**config.mk**
```make
export PLATFORM = sky130hd
export DESIGN_NAME = lane_gather16_serializer_flat
export DESIGN_NICKNAME = d
export VERILOG_FILES = /design/src/rtl/lane_gather16_serializer_pkg.sv /design/src/rtl/lane_gather16_serializer_if.sv /design/src/rtl/lane_gather16_serializer_next.sv /design/src/rtl/lane_gather16_serializer.sv /design/src/flat_wrapper.sv
export SDC_FILE = /design/constraint.sdc
export NUM_CORES = 1
export LEC_CHECK = 0
export ABC_AREA = 1
export CORE_ASPECT_RATIO = 1.75
export CORE_MARGIN = 2
export CORE_UTILIZATION = 45
export CTS_CLUSTER_SIZE = 40
export DETAILED_ROUTE_END_ITERATION = 8
export PLACE_DENSITY = 0.75
export SLEW_MARGIN = 10
export SYNTH_ARGS = -nofsm -noshare
export SYNTH_HDL_FRONTEND = slang
export SYNTH_SLANG_ARGS = --single-unit
```
**constraint.sdc**
```tcl
create_clock -name clk -period 22.2 [get_ports clk]
set_input_delay 4.44 -clock clk [delete_from_list [all_inputs] [get_ports clk]]
set_output_delay 4.44 -clock clk [all_outputs]
set_load 0.01 [all_outputs]
```
**src/rtl/lane_gather16_serializer_pkg.sv**
```systemverilog
// Shared types and constants for the 16-lane gather serializer.
package lane_pkg;

  localparam int unsigned NUM_LANES = 16;
  localparam int unsigned SEL_WIDTH = 4;

  typedef logic [SEL_WIDTH-1:0] sel_t;
  typedef logic [NUM_LANES-1:0] mask_t;

  typedef enum logic {
    IDLE = 1'b0,
    EMIT = 1'b1
  } state_t;

  localparam mask_t ALL_LANES = 16'hFFFF;

endpackage

```
**src/rtl/lane_gather16_serializer_if.sv**
```systemverilog
// Frame-in / beat-out bus of lane_gather16_serializer.
// Optional macro LANE_MASK_EN adds the per-frame lane_mask input.
interface lane_gather16_serializer_if
  import lane_pkg::*;
#(
  parameter int unsigned DATA_WIDTH = 16
);

  logic                  in_valid;
  logic                  in_ready;
  logic [DATA_WIDTH-1:0] in_0,  in_1,  in_2,  in_3;
  logic [DATA_WIDTH-1:0] in_4,  in_5,  in_6,  in_7;
  logic [DATA_WIDTH-1:0] in_8,  in_9,  in_10, in_11;
  logic [DATA_WIDTH-1:0] in_12, in_13, in_14, in_15;
`ifdef LANE_MASK_EN
  mask_t                 lane_mask;
`endif
  logic                  out_valid;
  logic                  out_ready;
  logic [DATA_WIDTH-1:0] out_data;
  sel_t                  out_sel;
  logic                  out_last;
  logic                  busy;

  modport slave (
`ifdef LANE_MASK_EN
    input  lane_mask,
`endif
    input  in_valid,
    input  in_0, in_1, in_2, in_3, in_4, in_5, in_6, in_7,
    input  in_8, in_9, in_10, in_11, in_12, in_13, in_14, in_15,
    input  out_ready,
    output in_ready, out_valid, out_data, out_sel, out_last, busy
  );

  modport master (
`ifdef LANE_MASK_EN
    output lane_mask,
`endif
    output in_valid,
    output in_0, in_1, in_2, in_3, in_4, in_5, in_6, in_7,
    output in_8, in_9, in_10, in_11, in_12, in_13, in_14, in_15,
    output out_ready,
    input  in_ready, out_valid, out_data, out_sel, out_last, busy
  );

endinterface

```
**src/rtl/lane_gather16_serializer_next.sv**
```systemverilog
// lane_next_finder: combinational search of a lane mask for the lowest set lane
// and the next set lane above idx; last means idx is the highest set lane.
module lane_next_finder
  import lane_pkg::*;
(
  input  mask_t mask,
  input  sel_t  idx,
  output sel_t  next_idx,
  output sel_t  lowest,
  output logic  has_next,
  output logic  last
);

  logic found_low;

  always_comb begin
    next_idx  = '0;
    lowest    = '0;
    has_next  = 1'b0;
    found_low = 1'b0;
    for (int unsigned i = 0; i < NUM_LANES; i++) begin
      if (mask[i] && !found_low) begin
        lowest    = SEL_WIDTH'(i);
        found_low = 1'b1;
      end
      if (mask[i] && (SEL_WIDTH'(i) > idx) && !has_next) begin
        next_idx = SEL_WIDTH'(i);
        has_next = 1'b1;
      end
    end
    last = mask[idx] && !has_next;
  end

endmodule

```
**src/rtl/lane_gather16_serializer.sv**
```systemverilog
// Captures a 16-lane frame and emits it one lane per beat with its lane index.
// Optional macro LANE_MASK_EN: per-frame lane_mask selects which lanes are emitted.
module lane_gather16_serializer
  import lane_pkg::*;
#(
  parameter int unsigned DATA_WIDTH = 16
) (
  input logic                  clk,
  input logic                  rst,
  lane_gather16_serializer_if.slave bus
);

  state_t                state;
  logic [DATA_WIDTH-1:0] lane_reg [NUM_LANES];
  logic [DATA_WIDTH-1:0] lanes_in [NUM_LANES];
  sel_t                  idx;
  sel_t                  next_idx;
  sel_t                  first_idx;
  logic                  last_beat;
  logic                  start_emit;
  logic                  busy;
  logic                  beat_done;
  logic                  in_ready;
  logic                  accept;

  assign lanes_in[0]  = bus.in_0;
  assign lanes_in[1]  = bus.in_1;
  assign lanes_in[2]  = bus.in_2;
  assign lanes_in[3]  = bus.in_3;
  assign lanes_in[4]  = bus.in_4;
  assign lanes_in[5]  = bus.in_5;
  assign lanes_in[6]  = bus.in_6;
  assign lanes_in[7]  = bus.in_7;
  assign lanes_in[8]  = bus.in_8;
  assign lanes_in[9]  = bus.in_9;
  assign lanes_in[10] = bus.in_10;
  assign lanes_in[11] = bus.in_11;
  assign lanes_in[12] = bus.in_12;
  assign lanes_in[13] = bus.in_13;
  assign lanes_in[14] = bus.in_14;
  assign lanes_in[15] = bus.in_15;

`ifdef LANE_MASK_EN
  mask_t mask_reg;
  sel_t  unused_cur_lowest;
  logic  unused_cur_has_next;
  sel_t  unused_in_next;
  logic  unused_in_has_next;
  logic  unused_in_last;

  // Held mask drives the stepping; the incoming mask only supplies the first lane.
  lane_next_finder u_cur_finder (
    .mask     (mask_reg),
    .idx      (idx),
    .next_idx (next_idx),
    .lowest   (unused_cur_lowest),
    .has_next (unused_cur_has_next),
    .last     (last_beat)
  );

  lane_next_finder u_in_finder (
    .mask     (bus.lane_mask),
    .idx      ('0),
    .next_idx (unused_in_next),
    .lowest   (first_idx),
    .has_next (unused_in_has_next),
    .last     (unused_in_last)
  );

  assign start_emit = |bus.lane_mask;
`else
  assign next_idx   = idx + 1'b1;
  assign first_idx  = '0;
  assign last_beat  = (idx == SEL_WIDTH'(NUM_LANES - 1));
  assign start_emit = 1'b1;
`endif

  assign busy      = (state == EMIT);
  assign beat_done = busy && bus.out_ready;
  assign in_ready  = !busy || (beat_done && last_beat);
  assign accept    = bus.in_valid && in_ready;

  assign bus.in_ready  = in_ready;
  assign bus.busy      = busy;
  assign bus.out_valid = busy;
  assign bus.out_data  = lane_reg[idx];
  assign bus.out_sel   = idx;
  assign bus.out_last  = busy && last_beat;

  always_ff @(posedge clk or posedge rst) begin
    if (rst) begin
      state <= IDLE;
      idx   <= '0;
      for (int unsigned i = 0; i < NUM_LANES; i++) lane_reg[i] <= '0;
`ifdef LANE_MASK_EN
      mask_reg <= '0;
`endif
    end else if (accept) begin
      // Also taken on the last-beat cycle, so back-to-back frames have no bubble.
      for (int unsigned i = 0; i < NUM_LANES; i++) lane_reg[i] <= lanes_in[i];
`ifdef LANE_MASK_EN
      mask_reg <= bus.lane_mask;
`endif
      idx   <= start_emit ? first_idx : '0;
      state <= start_emit ? EMIT : IDLE;
    end else if (beat_done) begin
      if (last_beat) begin
        state <= IDLE;
        idx   <= '0;
      end else begin
        idx <= next_idx;
      end
    end
  end

endmodule

```
**src/flat_wrapper.sv**
```systemverilog
// flat-port wrapper written by rule: the top's interface ports become plain ports
module lane_gather16_serializer_flat import lane_pkg::*;
#(
  parameter int unsigned DATA_WIDTH = 16
)
  (clk, rst, bus_in_valid, bus_in_0, bus_in_1, bus_in_2, bus_in_3, bus_in_4, bus_in_5, bus_in_6, bus_in_7, bus_in_8, bus_in_9, bus_in_10, bus_in_11, bus_in_12, bus_in_13, bus_in_14, bus_in_15, bus_out_ready, bus_in_ready, bus_out_valid, bus_out_data, bus_out_sel, bus_out_last, bus_busy);
  lane_gather16_serializer_if #(.DATA_WIDTH(DATA_WIDTH)) bus_i ();
  input logic clk;
  input logic rst;
  input wire logic [$bits(bus_i.in_valid)-1:0] bus_in_valid;
  input wire logic [$bits(bus_i.in_0)-1:0] bus_in_0;
  input wire logic [$bits(bus_i.in_1)-1:0] bus_in_1;
  input wire logic [$bits(bus_i.in_2)-1:0] bus_in_2;
  input wire logic [$bits(bus_i.in_3)-1:0] bus_in_3;
  input wire logic [$bits(bus_i.in_4)-1:0] bus_in_4;
  input wire logic [$bits(bus_i.in_5)-1:0] bus_in_5;
  input wire logic [$bits(bus_i.in_6)-1:0] bus_in_6;
  input wire logic [$bits(bus_i.in_7)-1:0] bus_in_7;
  input wire logic [$bits(bus_i.in_8)-1:0] bus_in_8;
  input wire logic [$bits(bus_i.in_9)-1:0] bus_in_9;
  input wire logic [$bits(bus_i.in_10)-1:0] bus_in_10;
  input wire logic [$bits(bus_i.in_11)-1:0] bus_in_11;
  input wire logic [$bits(bus_i.in_12)-1:0] bus_in_12;
  input wire logic [$bits(bus_i.in_13)-1:0] bus_in_13;
  input wire logic [$bits(bus_i.in_14)-1:0] bus_in_14;
  input wire logic [$bits(bus_i.in_15)-1:0] bus_in_15;
  input wire logic [$bits(bus_i.out_ready)-1:0] bus_out_ready;
  output wire logic [$bits(bus_i.in_ready)-1:0] bus_in_ready;
  output wire logic [$bits(bus_i.out_valid)-1:0] bus_out_valid;
  output wire logic [$bits(bus_i.out_data)-1:0] bus_out_data;
  output wire logic [$bits(bus_i.out_sel)-1:0] bus_out_sel;
  output wire logic [$bits(bus_i.out_last)-1:0] bus_out_last;
  output wire logic [$bits(bus_i.busy)-1:0] bus_busy;
  assign bus_i.in_valid = bus_in_valid;
  assign bus_i.in_0 = bus_in_0;
  assign bus_i.in_1 = bus_in_1;
  assign bus_i.in_2 = bus_in_2;
  assign bus_i.in_3 = bus_in_3;
  assign bus_i.in_4 = bus_in_4;
  assign bus_i.in_5 = bus_in_5;
  assign bus_i.in_6 = bus_in_6;
  assign bus_i.in_7 = bus_in_7;
  assign bus_i.in_8 = bus_in_8;
  assign bus_i.in_9 = bus_in_9;
  assign bus_i.in_10 = bus_in_10;
  assign bus_i.in_11 = bus_in_11;
  assign bus_i.in_12 = bus_in_12;
  assign bus_i.in_13 = bus_in_13;
  assign bus_i.in_14 = bus_in_14;
  assign bus_i.in_15 = bus_in_15;
  assign bus_i.out_ready = bus_out_ready;
  assign bus_in_ready = bus_i.in_ready;
  assign bus_out_valid = bus_i.out_valid;
  assign bus_out_data = bus_i.out_data;
  assign bus_out_sel = bus_i.out_sel;
  assign bus_out_last = bus_i.out_last;
  assign bus_busy = bus_i.busy;
  lane_gather16_serializer #(.DATA_WIDTH(DATA_WIDTH)) u_core (.clk(clk), .rst(rst), .bus(bus_i));
endmodule
```
After elaboration in Yosys (flattened, before gate mapping)
Index checks and enable logic that the tools add are counted.
{"block": "classes", "addsub": 1, "order_cmp": 1, "n_eq_ne": 1, "n_mux": 9, "n_bitwise": 1, "reduce_logical": 9}
{"operator": "$bmux W16 S4", "n": 1}
{"operator": "$mux W16", "n": 2}
{"operator": "$mux W4", "n": 3}
{"operator": "$ge A5 B5 Y1 const B", "n": 1}
{"operator": "$not A4 Y5", "n": 1}
{"operator": "$add A4 B1 Y4 const B", "n": 1}
{"operator": "$eq A4 B4 Y1 const B", "n": 1}
{"operator": "$logic_and A1 B1 Y1", "n": 4}
{"operator": "$reduce_bool A2 Y1", "n": 2}
{"operator": "$mux W1", "n": 3}
{"operator": "$reduce_and A2 Y1", "n": 1}
{"operator": "$logic_not A1 Y1", "n": 1}
{"operator": "$logic_or A1 B1 Y1", "n": 1}
{"block": "totals", "regBits": 261, "inputBits": 260, "output_inout_bits": 24, "word_cells": 40}

Logic depth before layout (Yosys ltp)
{"block": "depth", "depth_word": 6, "mapped_depth": 9, "depth_no_buf": 7}

Least setup slack after synthesis
OpenSTA, ideal clock, no wires.
{"block": "synth_path", "path_type": "input to output", "startpoint": "in bus_out_ready", "endpoint": "out bus_in_ready", "t_arrival_ns": 4.629, "required_ns": 17.760, "setup_slack_ns": 13.131, "path_stages": 2, "n_path_buf": 0, "path_cell_list": "nand4_4 nand2_4"}
{"block": "synth_between", "elab_chain_cells": 3}
{"element": "from (decl)", "line_no": "flat_wrapper.sv:27", "source": "input wire logic [$bits(bus_i.out_ready)-1:0] bus_out_ready;"}
{"element": "$logic_and A1 B1 Y1", "line_no": "lane_gather16_serializer.sv:79", "source": "assign beat_done = busy && bus.out_ready;"}
{"element": "$logic_and A1 B1 Y1", "line_no": "lane_gather16_serializer.sv:80", "source": "assign in_ready = !busy || (beat_done && last_beat);"}
{"element": "$logic_or A1 B1 Y1", "line_no": "lane_gather16_serializer.sv:80"}
{"element": "to (decl)", "line_no": "flat_wrapper.sv:28", "source": "output wire logic [$bits(bus_i.in_ready)-1:0] bus_in_ready;"}
Every way passes these cells.

Worst setup path in the final report
Ends and elaborated chain as after synthesis.

==> impl_metrics.csv <==
group,metric,value,unit
drt,drt-total-wl,38700,um
sta,relSlewSlack,22.0,%
hold_path,worstHoldPathType,"reg -> reg",
floorplanning,die_w,132,um
pwr,leakage,7.69,nW
final_layout,final_cell_count_no_fill,2274,
place,placed_cell_area,0.0155,sq mm
synth,synth.avg_cell_area,7.69,sq um
final_layout,most-common-layout-cells,"nand2_1, clkdlybuf4s50_1, dfrtp_1",
grt,grt_use_total,25.5,%
cts,path_clk_slew,0.06,ns
sta,hold_violations,0,
grt,antenna_found_initial,4,
cts,numCtsBuffers,25,
worst_setup_path,critPathKind,"in -> out",
pwr,p_sw_share,39.7,%
place,dp_cells,2225,
pwr,p_per_area,137,mW/mm^2
synth,synthCells,1668,
sta,rsz0062_at_grt,"no",
floorplanning,coreArea,0.0280,sq mm
floorplanning,num_rows,81,
grt,grt_pass1_wl,59500,um
final_layout,syn2layout_area_growth,27.3,%
cts,cts_root_buf,"clkbuf_16",
sta,setup_tns,0,ns
synth,syn_area,0.0128,sq mm
final_layout,finalNetCount,2140,
pwr,clkPwrFrac,19.9,%
final_layout,mostFrequentLayoutCell,"nand2_1",
pwr,fin_total_pwr,2.23,mW
final_layout,largest_register_ffs,256,
grt,grt_pass1_vias,11367,
floorplanning,start_util,45.8,%
drt,drc,0,
final_layout,fin_area,0.0163,sq mm
synth,syn_nets,1929,
cts,numClockSinks,261,
sta,slew_viol_final,0,
sta,finalSetupViolCount,0,
floorplanning,dieArea,0.0299,sq mm
drt,wl_per_cell,17.0,um
sta,skew,0.0150,ns
worst_setup_path,path_max_fanout,3,
cts,cts_resized,0,
synth,yosys_warnings,0,
cts,hold_buffers,0,
cts,cts_buffer_depth,3,
synth,ys_ff_latch,261,
worst_setup_path,cpMostUsedCell,"clkdlybuf4s50_1",
grt,grt_max_degree,274,
sta,worst_pin_slew,1.17,ns
synth,ys_seq_area_share,50.9,%
pwr,intPower,1.35,mW
final_layout,fillers,2591,
place,portBuffers,283,
pwr,power_frac_seq,35.7,%
worst_setup_path,worstSetupEndpointType,"output port",
floorplanning,die_h,227,um
worst_setup_path,path_cells,"clkdlybuf4s50_1 > nand4_4 > nand2_4 > clkdlybuf4s50_1",
drt,postRouteAntennaNets,0,
place,gp_congestion,0.859,
cts,cts_tree,"built",
worst_setup_path,cp.arrival,5.81,ns
drt,dr.pass1.iters,6,
sta,post-route-period-util,46.2,%
worst_setup_path,start_kind,"primary input",
sta,max_freq,97.6,MHz
place,dp_hpwl,27100,um
worst_setup_path,slowest_delay,0.55,ns
drt,dr.first_iter.drc_count,879,
final_layout,drive_gt1_share,3.11,%
grt,gr-total-overflow,0,
drt,vias_per_cell,5.02,
floorplanning,io_pins,284,
worst_setup_path,worstPathRequired,17.76,ns
cts,cts_setup_buffers,0,
run_status,outcome,"complete, no violations",
cts,cts_max_level,1,
sta,min_period,10.25,ns
worst_setup_path,critPathSlowestCell,"clkdlybuf4s50_1",
pwr,p_comb_share,44.4,%
pwr,switchingPower,0.887,mW
pwr,vdd_drop_max,0.0793,mV
flow_run,cap_violations,0,
drt,vias,11417,
cts,insertion_delay,0.54,ns
synth,synth.distinct_cells,22,
critical path: cells and delay by family:
kind / cells / cell delay [ns]
buffers and inverters: 2 / 1.10
AND/OR/NAND/NOR: 2 / 0.27
synth_stat cells:
| cell | count | area [sq um] |
|---|---|---|
| ha_1 | 1 | 12.5 |
| o21ai_1 | 197 | 986 |
| nand3_1 | 218 | 1090 |
| nand2_4 | 2 | 22.5 |
| clkbuf_1 | 8 | 30.0 |
| nand4_4 | 1 | 21.3 |
| inv_2 | 1 | 3.75 |
| nor3_1 | 1 | 5.00 |
| xor2_1 | 1 | 8.76 |
| buf_2 | 34 | 170 |
| o22ai_1 | 1 | 6.26 |
| buf_6 | 34 | 383 |
| inv_1 | 252 | 946 |
| inv_4 | 1 | 6.26 |
| dfrtp_1 | 261 | 6530 |
| nor2_1 | 3 | 11.3 |
| clkbuf_2 | 1 | 5.00 |
| buf_4 | 17 | 128 |
| nand2_1 | 557 | 2090 |
| clkinv_1 | 1 | 3.75 |
| o21ai_0 | 61 | 305 |
| buf_1 | 15 | 56.3 |
per-stage QoR:
| step | utilization [%] | hold slack, ns | setup WS (ns) |
|---|---|---|---|
| global placement | 55.3 | 0.462 | 11.95 |
| CTS | 58.3 | 0.483 | 11.95 |
| finish | 58.3 | 0.477 | 11.95 |
| floorplan | - | 0.449 | 10.58 |
| detailed placement | 55.3 | 0.467 | 11.96 |
| global route | 58.3 | 0.517 | 11.91 |
cells by family after synthesis:
kind of cell | Yosys count | synth area share [%]
and+or+nand+nor | 782 | 25.3
buffers and inverters | 364 | 13.5
DFF | 261 | 50.9
AOI/OAI and AO/OA | 259 | 10.1
xor gates and xnor gates | 1 | 0.0683
adders and majority gates | 1 | 0.0976
power groups by stage:
stage | clock network, mW | logic [mW] | registers [mW]
after floorplan | 0 | 0.665 | 0.775
after global placement | 0 | 0.966 | 0.796
after detailed placement | 0 | 0.988 | 0.806
after CTS | 0.454 | 0.996 | 0.798
after global routing | 0.471 | 1.11 | 0.822
final | 0.444 | 0.992 | 0.798
per-layer routing:
| layer | vias up | GRT usage, % | share of wire, % |
|---|---|---|---|
| li1 | 5603 | - | - |
| met1 | 5322 | 29.9 | 38 |
| met2 | 391 | 45.3 | 52 |
| met3 | 101 | 2.83 | 4.7 |
| met4 | 0 | 15.0 | 5.9 |
| met5 | - | 0 | 0 |
area by class of cell:
cell class / count / area (sq um) / share of cell area (%)
clock buffers: 35 / 723 / 4.43
repair buffers: 293 / 2910 / 17.8
multi-input cells: 1043 / 4560 / 27.9
well taps: 373 / 467 / 2.86
diodes: 5 / 12.5 / 0.0767
inverters: 255 / 983 / 6.03
clock inverters: 9 / 128 / 0.782
flip-flops and latches: 261 / 6540 / 40.1
path summary, 6_finish.rpt:
check / start / to / slack, ns / cells past startpoint
max: bus_out_ready / bus_in_ready / 11.95 / 4
min: u_core.lane_reg[1] / u_core.lane_reg[1] / 0.48 / 2
max reg2reg: u_core.bus.out_sel[0] / u_core.lane_reg[107] / 17.46 / 9
min reg2reg: u_core.lane_reg[1] / u_core.lane_reg[1] / 0.48 / 2
max in group asynchronous: rst / u_core.bus.out_sel[0] / 16.20 / 3
min in group asynchronous: rst / u_core.lane_reg[104] / 4.45 / 2
(Power assumes the default switching activity.)
